[config.mk]
export PLATFORM = sky130hd
export DESIGN_NAME = debug_frame_receiver_flat
export DESIGN_NICKNAME = d
export VERILOG_FILES = /design/src/rtl/debug_frame_receiver_if.sv /design/src/rtl/debug_frame_receiver.sv /design/src/flat_wrapper.sv
export SDC_FILE = /design/constraint.sdc
export NUM_CORES = 2
export LEC_CHECK = 0
export ABC_AREA = 0
export CORE_ASPECT_RATIO = 0.9
export CORE_MARGIN = 2
export CORE_UTILIZATION = 28
export CTS_BUF_LIST = sky130_fd_sc_hd__clkbuf_16
export CTS_CLUSTER_DIAMETER = 120
export DETAILED_ROUTE_END_ITERATION = 10
export SETUP_SLACK_MARGIN = 0.05
export SYNTH_ARGS = -nofsm -noshare
export SYNTH_HDL_FRONTEND = slang
export SYNTH_SLANG_ARGS = --single-unit
[constraint.sdc]
create_clock -name clock -period 5.8 [get_ports clock]
set_input_delay 1.16 -clock clock [delete_from_list [all_inputs] [get_ports clock]]
set_output_delay 1.16 -clock clock [all_outputs]
set_load 0.02 [all_outputs]
[src/rtl/debug_frame_receiver_if.sv]
// FIFO-side handshake of the debug frame receiver: first-word-fall-through head byte,
// non-empty flag and the single-cycle pop strobe.
interface debug_frame_receiver_if;
  logic [7:0] fifoData;
  logic       dataAvailable;
  logic       readFlag;

  modport master (output fifoData, output dataAvailable, input readFlag);
  modport slave  (input fifoData, input dataAvailable, output readFlag);
endinterface

[src/rtl/debug_frame_receiver.sv]
// Decodes SYNC/LEN/payload/CHK frames popped from a UART RX FIFO into a word buffer,
// validating length and XOR checksum, with a registered read port onto the buffer.
module debug_frame_receiver #(
  parameter int          MAX_WORDS      = 64,
  parameter int          ADDR_W         = 6,
  parameter logic [7:0]  SYNC_BYTE      = 8'hA5,
  parameter int          TIMEOUT_CYCLES = 100000
) (
  input  logic                clock,
  input  logic                reset,
  debug_frame_receiver_if.slave fifo,
  input  logic [ADDR_W-1:0]   rdAddr,
  output logic [31:0]         rdData,
  output logic [7:0]          wordCount,
  output logic                frameDone,
  output logic                frameError,
  output logic [1:0]          errorCode,
  output logic                busy
);

  localparam int               TMO_W  = $clog2(TIMEOUT_CYCLES + 1);
  localparam logic [TMO_W-1:0] TMO_LIM = TMO_W'(TIMEOUT_CYCLES);
  localparam logic [7:0]       MAXW_B = 8'(MAX_WORDS);

  typedef enum logic [1:0] {S_HUNT, S_LEN, S_PAYLOAD, S_CHECK} state_t;

  state_t           r_state, w_next;
  logic             r_rd_prev;
  logic [TMO_W-1:0] r_tmo;
  logic [7:0]       r_idx;
  logic [1:0]       r_bcnt;
  logic [7:0]       r_len;
  logic [7:0]       r_chk;
  logic [31:0]      r_asm;
  logic             r_done, r_err;
  logic [1:0]       r_ec;
  logic [7:0]       r_wc;
  logic [31:0]      r_buf [MAX_WORDS];

  logic        w_timeout, w_accept, w_len_ok, w_pay_acc, w_word_done, w_last_word;
  logic        w_len_acc;
  logic [7:0]  w_byte, w_idx_nxt;
  logic [31:0] w_word;
  logic        w_done_set, w_err_set;
  logic [1:0]  w_err_code;

  // The pending byte is left in the FIFO on the timeout cycle; nothing pops during reset.
  assign w_timeout   = (r_state != S_HUNT) && (r_tmo == TMO_LIM);
  assign w_accept    = fifo.dataAvailable && !r_rd_prev && !w_timeout && !reset;
  assign fifo.readFlag = w_accept;

  assign w_byte      = fifo.fifoData;
  assign w_len_ok    = (w_byte != 8'd0) && (w_byte <= MAXW_B);
  assign w_len_acc   = (r_state == S_LEN) && w_accept && w_len_ok;
  assign w_pay_acc   = (r_state == S_PAYLOAD) && w_accept;
  assign w_word      = {r_asm[23:0], w_byte};
  assign w_idx_nxt   = r_idx + 8'd1;
  assign w_word_done = w_pay_acc && (r_bcnt == 2'd3);
  assign w_last_word = w_word_done && (w_idx_nxt == r_len);

  always_ff @(posedge clock or posedge reset) begin
    if (reset) r_state <= S_HUNT;
    else       r_state <= w_next;
  end

  always_comb begin
    w_next = r_state;
    unique case (r_state)
      S_HUNT:    if (w_accept && (w_byte == SYNC_BYTE)) w_next = S_LEN;
      S_LEN:     if (w_timeout) w_next = S_HUNT;
                 else if (w_accept) w_next = w_len_ok ? S_PAYLOAD : S_HUNT;
      S_PAYLOAD: if (w_timeout) w_next = S_HUNT;
                 else if (w_last_word) w_next = S_CHECK;
      S_CHECK:   if (w_timeout || w_accept) w_next = S_HUNT;
      default:   w_next = S_HUNT;
    endcase
  end

  always_comb begin
    w_done_set = 1'b0;
    w_err_set  = 1'b0;
    w_err_code = r_ec;
    if (w_timeout) begin
      w_err_set  = 1'b1;
      w_err_code = 2'd3;
    end else if (w_accept) begin
      if (r_state == S_LEN && !w_len_ok) begin
        w_err_set  = 1'b1;
        w_err_code = 2'd1;
      end else if (r_state == S_CHECK) begin
        if (w_byte == r_chk) w_done_set = 1'b1;
        else begin
          w_err_set  = 1'b1;
          w_err_code = 2'd2;
        end
      end
    end
  end

  always_ff @(posedge clock or posedge reset) begin
    if (reset) begin
      r_rd_prev <= 1'b0;
      r_tmo     <= '0;
      r_idx     <= 8'd0;
      r_bcnt    <= 2'd0;
      r_done    <= 1'b0;
      r_err     <= 1'b0;
      r_ec      <= 2'd0;
      r_wc      <= 8'd0;
    end else begin
      r_rd_prev <= w_accept;
      r_tmo     <= (r_state == S_HUNT || w_accept) ? '0 : r_tmo + 1'b1;
      r_done    <= w_done_set;
      r_err     <= w_err_set;
      if (w_err_set) r_ec <= w_err_code;
      if (w_len_acc) begin
        r_wc   <= 8'd0;
        r_idx  <= 8'd0;
        r_bcnt <= 2'd0;
      end
      if (w_pay_acc) r_bcnt <= r_bcnt + 2'd1;
      if (w_word_done) r_idx <= w_idx_nxt;
      if (w_done_set) r_wc <= r_len;
    end
  end

  // Frame datapath: assembly register, checksum and latched length carry no reset.
  always_ff @(posedge clock) begin
    if (w_len_acc) begin
      r_len <= w_byte;
      r_chk <= 8'd0;
    end
    if (w_pay_acc) begin
      r_asm <= w_word;
      r_chk <= r_chk ^ w_byte;
    end
  end

  always_ff @(posedge clock) begin
    if (w_word_done) r_buf[r_idx[ADDR_W-1:0]] <= w_word;
  end

  // Read samples the array before this edge's write lands, so a colliding read sees old data.
  always_ff @(posedge clock or posedge reset) begin
    if (reset) rdData <= 32'd0;
    else       rdData <= r_buf[rdAddr];
  end

  assign wordCount  = r_wc;
  assign frameDone  = r_done;
  assign frameError = r_err;
  assign errorCode  = r_ec;
  assign busy       = (r_state != S_HUNT);

endmodule

[src/flat_wrapper.sv]
// flat-port wrapper written by rule: the top's interface ports become plain ports
module debug_frame_receiver_flat 
#(
  parameter int          MAX_WORDS      = 64,
  parameter int          ADDR_W         = 6,
  parameter logic [7:0]  SYNC_BYTE      = 8'hA5,
  parameter int          TIMEOUT_CYCLES = 100000
)
  (clock, reset, rdAddr, rdData, wordCount, frameDone, frameError, errorCode, busy, fifo_fifoData, fifo_dataAvailable, fifo_readFlag);
  debug_frame_receiver_if fifo_i ();
  input  logic clock;
  input  logic reset;
  input  logic [ADDR_W-1:0] rdAddr;
  output logic [31:0] rdData;
  output logic [7:0] wordCount;
  output logic frameDone;
  output logic frameError;
  output logic [1:0] errorCode;
  output logic busy;
  input wire logic [$bits(fifo_i.fifoData)-1:0] fifo_fifoData;
  input wire logic [$bits(fifo_i.dataAvailable)-1:0] fifo_dataAvailable;
  output wire logic [$bits(fifo_i.readFlag)-1:0] fifo_readFlag;
  assign fifo_i.fifoData = fifo_fifoData;
  assign fifo_i.dataAvailable = fifo_dataAvailable;
  assign fifo_readFlag = fifo_i.readFlag;
  debug_frame_receiver #(.MAX_WORDS(MAX_WORDS), .ADDR_W(ADDR_W), .SYNC_BYTE(SYNC_BYTE), .TIMEOUT_CYCLES(TIMEOUT_CYCLES)) u_core (.clock(clock), .reset(reset), .fifo(fifo_i), .rdAddr(rdAddr), .rdData(rdData), .wordCount(wordCount), .frameDone(frameDone), .frameError(frameError), .errorCode(errorCode), .busy(busy));
endmodule
Word-level counts from Yosys, hierarchy flattened. Memory sizes are Yosys's and may differ from the RTL's. A register that Yosys moved wholly into a read port is not among the register bits. Cells that the tools add are included.

Add/sub/neg operators: 3. Multiplexer cells: 32. Reduce and logical (&&, ||, !) cells: 28. Eq/ne operators: 13. Magnitude comparators: 1. Bitwise logic cells: 1.

Operator list (number): 8-bit 2-to-1 mux (4); 2-bit 2-to-1 mux (14); 17-bit by 1-bit adder with 17-bit output (second input constant) (1); 17-bit == test (second input constant) (1); 17-bit 2-to-1 mux (1); 8-bit == test (2); 1-bit logical AND (12); 1-bit 2-to-1 mux (12); 2-bit nonzero test (5); 3-bit by 1-bit inequality test with 1-bit output (second input constant) (3); 8-bit by 1-bit adder with 8-bit output (second input constant) (1); 8-bit == test (second input constant) (1); 8-bit by 7-bit <= comparator with 1-bit output (second input constant) (1); 2-bit one-hot mux with 4 select lines (1); 4-bit AND reduction (2); 8-bit nonzero test (1); 8-bit XOR (1); 2-bit == test (second input constant) (3); 1-bit logical NOT (4); 2-bit by 1-bit inequality test with 1-bit output (second input constant) (2); 3-bit nonzero test (1); 2-bit by 1-bit adder with 2-bit output (second input constant) (1); 2-bit by 1-bit == test with 1-bit output (second input constant) (1); 2-bit logical NOT (1); 1-bit logical OR (2).

Flip-flop bits (word level): 82. RAM bits: 2048. Memories kept: 1. Output and inout bits: 46.

Memories: u_core.r_buf (words 64, width 32, rd ports 1, clocked after memory_dff 1, write ports 1, line debug_frame_receiver.sv:38) `logic [31:0] r_buf [MAX_WORDS];`.

Logic depth before layout (Yosys ltp).
Depth in word-level cells: 11. Mapped depth: 10.

Worst setup path before layout. Ideal clock, no wire load.

Kind: in2reg. From: input reset. To: memory u_core.r_buf[55][0], enable pin. Cell stages on the path: 6. Buffers on the path: 1. Library setup time: 0.461 ns. Data arrival time: 5.777 ns. Setup slack: -0.438 ns. Path through: inv_1 nand3b_1 a211oi_1 clkbuf_1 nand2_1 nor3_1.

Longest elaborated chain between the ends: 6.

Ends and longest elaborated chain: start, declared (line flat_wrapper.sv:12) `input logic reset;`; 1-bit logical NOT (line debug_frame_receiver.sv:49) `assign w_accept = fifo.dataAvailable && !r_rd_prev && !w_timeout && !reset;`; 1-bit logical AND (line debug_frame_receiver.sv:49); 1-bit logical AND (line debug_frame_receiver.sv:55) `assign w_pay_acc = (r_state == S_PAYLOAD) && w_accept;`; 1-bit logical AND (line debug_frame_receiver.sv:58) `assign w_word_done = w_pay_acc && (r_bcnt == 2'd3);`; 1-bit 2-to-1 mux (line debug_frame_receiver.sv:140) `if (w_word_done) r_buf[r_idx[ADDR_W-1:0]] <= w_word;`; 1-bit 2-to-1 mux (not written as such) (line debug_frame_receiver.sv:140); end, declared (line debug_frame_receiver.sv:38).

Every way passes these cells.

Worst setup path after layout.
From: input reset. To: output fifo_readFlag.

Longest elaborated chain between the ends: 2.

Ends and longest elaborated chain: 1-bit logical NOT (line debug_frame_receiver.sv:49); 1-bit logical AND (line debug_frame_receiver.sv:49); end, declared (line flat_wrapper.sv:22) `output wire logic [$bits(fifo_i.readFlag)-1:0] fifo_readFlag;`.

Every way passes these cells.

==> out/qor.csv <==
stage;metric;value;unit
sta;worst_pin_slew;1.65;ns
worst_setup_path;crit_path_start_kind;primary input;
sta;final-setup-viol-count;0;
sta;hold_violations;0;
floorplanning;die_y;521;um
worst_setup_path;cp.required;4.64;ns
clocking;root_buffer;clkbuf_16;
route;first_pass_iters;5;
route;drt-vias-per-instance;4.93;
placement;io_buffer_count;62;
synthesis;synth_top_flop_cell;edfxtp_1;
global_route;antenna_found_initial;15;
clocking;numClockSinks;2162;
synthesis;synth_top_area_frac;0.755;
worst_setup_path;worstReg2RegStart;u_core.r_tmo[0];
clocking;insertion_delay;0.87;ns
clocking;cts_tree;done;
layout;fin_nets;3952;
clocking;cts_resized;0;
clocking;cts_buffers;202;
synthesis;synth_area_leaders;edfxtp_1, mux4_2, dfrtp_1;
floorplanning;ios;63;
sta;min_period;4.36;ns
worst_setup_path;reg2reg_depth;9;
status;status;finished, violations left;
clocking;h-tree-depth;4;
sta;relSlewSlack;-0.129;
layout;fin_util;0.325;
synthesis;async_flop_share;0.0342;
synthesis;synth_most_common_cell;edfxtp_1;
route;vias;39500;
sta;drv_slew;2;
placement;postPlaceCellArea;0.0897;sq mm
worst_setup_path;crit_start;reset;
global_route;grt_overflow;0;
layout;fin_cells;8011;
sta;rsz0062_at_grt;false;
route;route.detailed.drc;0;
synthesis;ys_types;65;
worst_setup_path;path_class;primary input to output pin;
clocking;cts_setup_buffers;0;
global_route;grt_pass1_wl;304;mm
synthesis;syn_inst;3672;
clocking;clk_path_buf_depth;4;
synthesis;synth-seq-cells;2162;
global_route;grt_pass1_vias;40000;
synthesis;synth_nets;3693;
status;failed_checks;max-capacitance violations, max-slew violations;
clocking;holdBufCountCts;0;
worst_setup_path;r2r_setup_slack;1.92;ns
global_route;grt_max_degree;97;
sta;holdWs;0.453;ns
pwr;ir_drop;0.000241;V
placement;globalplace.congestion;0.800;
pwr;power-per-cell-area;323;mW/mm^2
sta;fmax;229;MHz
synthesis;synth.cell_area;0.0830;sq mm
layout;drive_gt1_frac;0.272;
worst_setup_path;cp.arrival;3.20;ns
floorplanning;start_util;0.282;
synthesis;ys_warn_count;0;
synthesis;postSynthAreaPerCell;22.6;sq um
worst_setup_path;worst-path-max-fanout;7;
worst_hold_path;hold_class;register to register;
sta;finClkSkew;0.0690;ns
synthesis;netlist_top_cells_count;edfxtp_1, mux4_2, nor2_1;
route;finalWirelength;215;mm
route;wire_per_inst;26.8;um
synthesis;yosysTopAreaCell;edfxtp_1;
synthesis;yosysSeqAreaShare;0.777;
sta;finalSetupTns;0;ns
placement;dp.cells;7641;
layout;fin_area;0.0959;sq mm
placement;dpl.hpwl;131;mm
floorplanning;die-area;0.301;sq mm
clocking;clk_pin_slew;0.06;ns
flow_run;drv_cap;1;
global_route;track_usage;0.140;
sta;min_period_over_period;0.752;
synthesis;synth_edf_count;2088;
worst_setup_path;reg2reg_to;u_core.r_buf[31][8];
route;drt_iter0_drc;5323;
layout;area_delta_synth_final;15.5;%
floorplanning;die_x;578;um
worst_setup_path;end_kind;output pin;
pwr;leakagePower;29.8;nW
floorplanning;core;0.295;sq mm
route;detail-route-antenna-nets;0;
floorplanning;fp-row-count;189;
worst_setup_path;setup.worst_path.end;fifo_readFlag;
power by group:
part / internal (W) / switching (W)
sequential: 0.0169 / 0.0000459
clock: 0.00689 / 0.00568
combinational: 0.000569 / 0.000818
worst max-delay path, cell delays in order:
cell and delay, ns:
clkdlybuf4s50_1 0.48, nor3b_2 0.46, o21ai_1 0.24, inv_1 0.22
clkdlybuf4s50_1 0.64
worst min path at each step:
| stage | from | end | slack, ns | depth (start not counted) |
|---|---|---|---|---|
| floorplan | u_core.r_tmo[0] | u_core.r_tmo[0] | 0.45 | 1 |
| global placement | u_core.r_asm[12] | u_core.r_asm[20] | 0.43 | 0 |
| detailed placement | u_core.r_asm[12] | u_core.r_asm[20] | 0.43 | 0 |
| CTS | u_core.r_asm[12] | u_core.r_asm[20] | 0.45 | 0 |
| global route | u_core.r_asm[12] | u_core.r_asm[20] | 0.47 | 0 |
| finish | u_core.r_asm[12] | u_core.r_asm[20] | 0.45 | 0 |
routing by layer:
metal	global-route usage	wire length, um	vias up
li1	-	-	16000
met1	0.200	91900	21400
met2	0.207	95300	1884
met3	0.0481	23900	246
met4	0.0279	3790	2
met5	0	13	-
cell usage in the layout, fill, tap and decap left out, types with 60 or more instances in the layout:
cell type	instances
edfxtp_1	2088
mux4_2	550
clkbuf_16	207
buf_4	152
mux2i_1	140
nand2_1	98
nor2_1	85
dfrtp_1	74
inv_1	62
nor2_4	60
logic make-up (layout without fill, tap and decap cells):
logic type               count (synthesis)  in the layout  synth area share
adder cells (fa/ha/maj)                  4              4          0.000603
other                                    0              5                 0
AND/OR/NAND/NOR                        371            371            0.0205
XOR/XNOR                                31             31           0.00327
flip-flops                            2162           2162             0.777
AO/OA/AOI/OAI                          188            188            0.0153
buffers and inverters                  210            629            0.0148
multiplexers                           706            706             0.168
stage by stage:
step	worst slack [ns]	power (W)
final	1.44	0.0310
after global routing	1.29	0.0319
after CTS	1.43	0.0312
after detailed placement	0.780	0.0187
after global placement	0.785	0.0187
after floorplan	0.283	0.0181
final cells by class:
cell class,count,area [sq um]
timing repair buffer,251,2480
multi-input combinational,1300,17700
antenna,5,12.5
clock inverter,157,990
tap,3915,4900
sequential,2162,64600
inverter,14,57.6
clock buffer,207,5180
fill,27600,199000
flip-flops by register name, indices dropped and copies added (netlist names):
signal	flops
u_core.r_len	8
u_core.errorCode	2
u_core.r_buf	2048
u_core.r_bcnt	2
u_core.frameDone	1
u_core.r_tmo	17
u_core.r_chk	8
u_core.r_state	2
u_core.frameError	1
u_core.r_idx	8
u_core.wordCount	8
u_core.r_rd_prev	1
u_core.r_asm	24
u_core.rdData	32
Note: power is estimated with default switching activity, not from simulation.
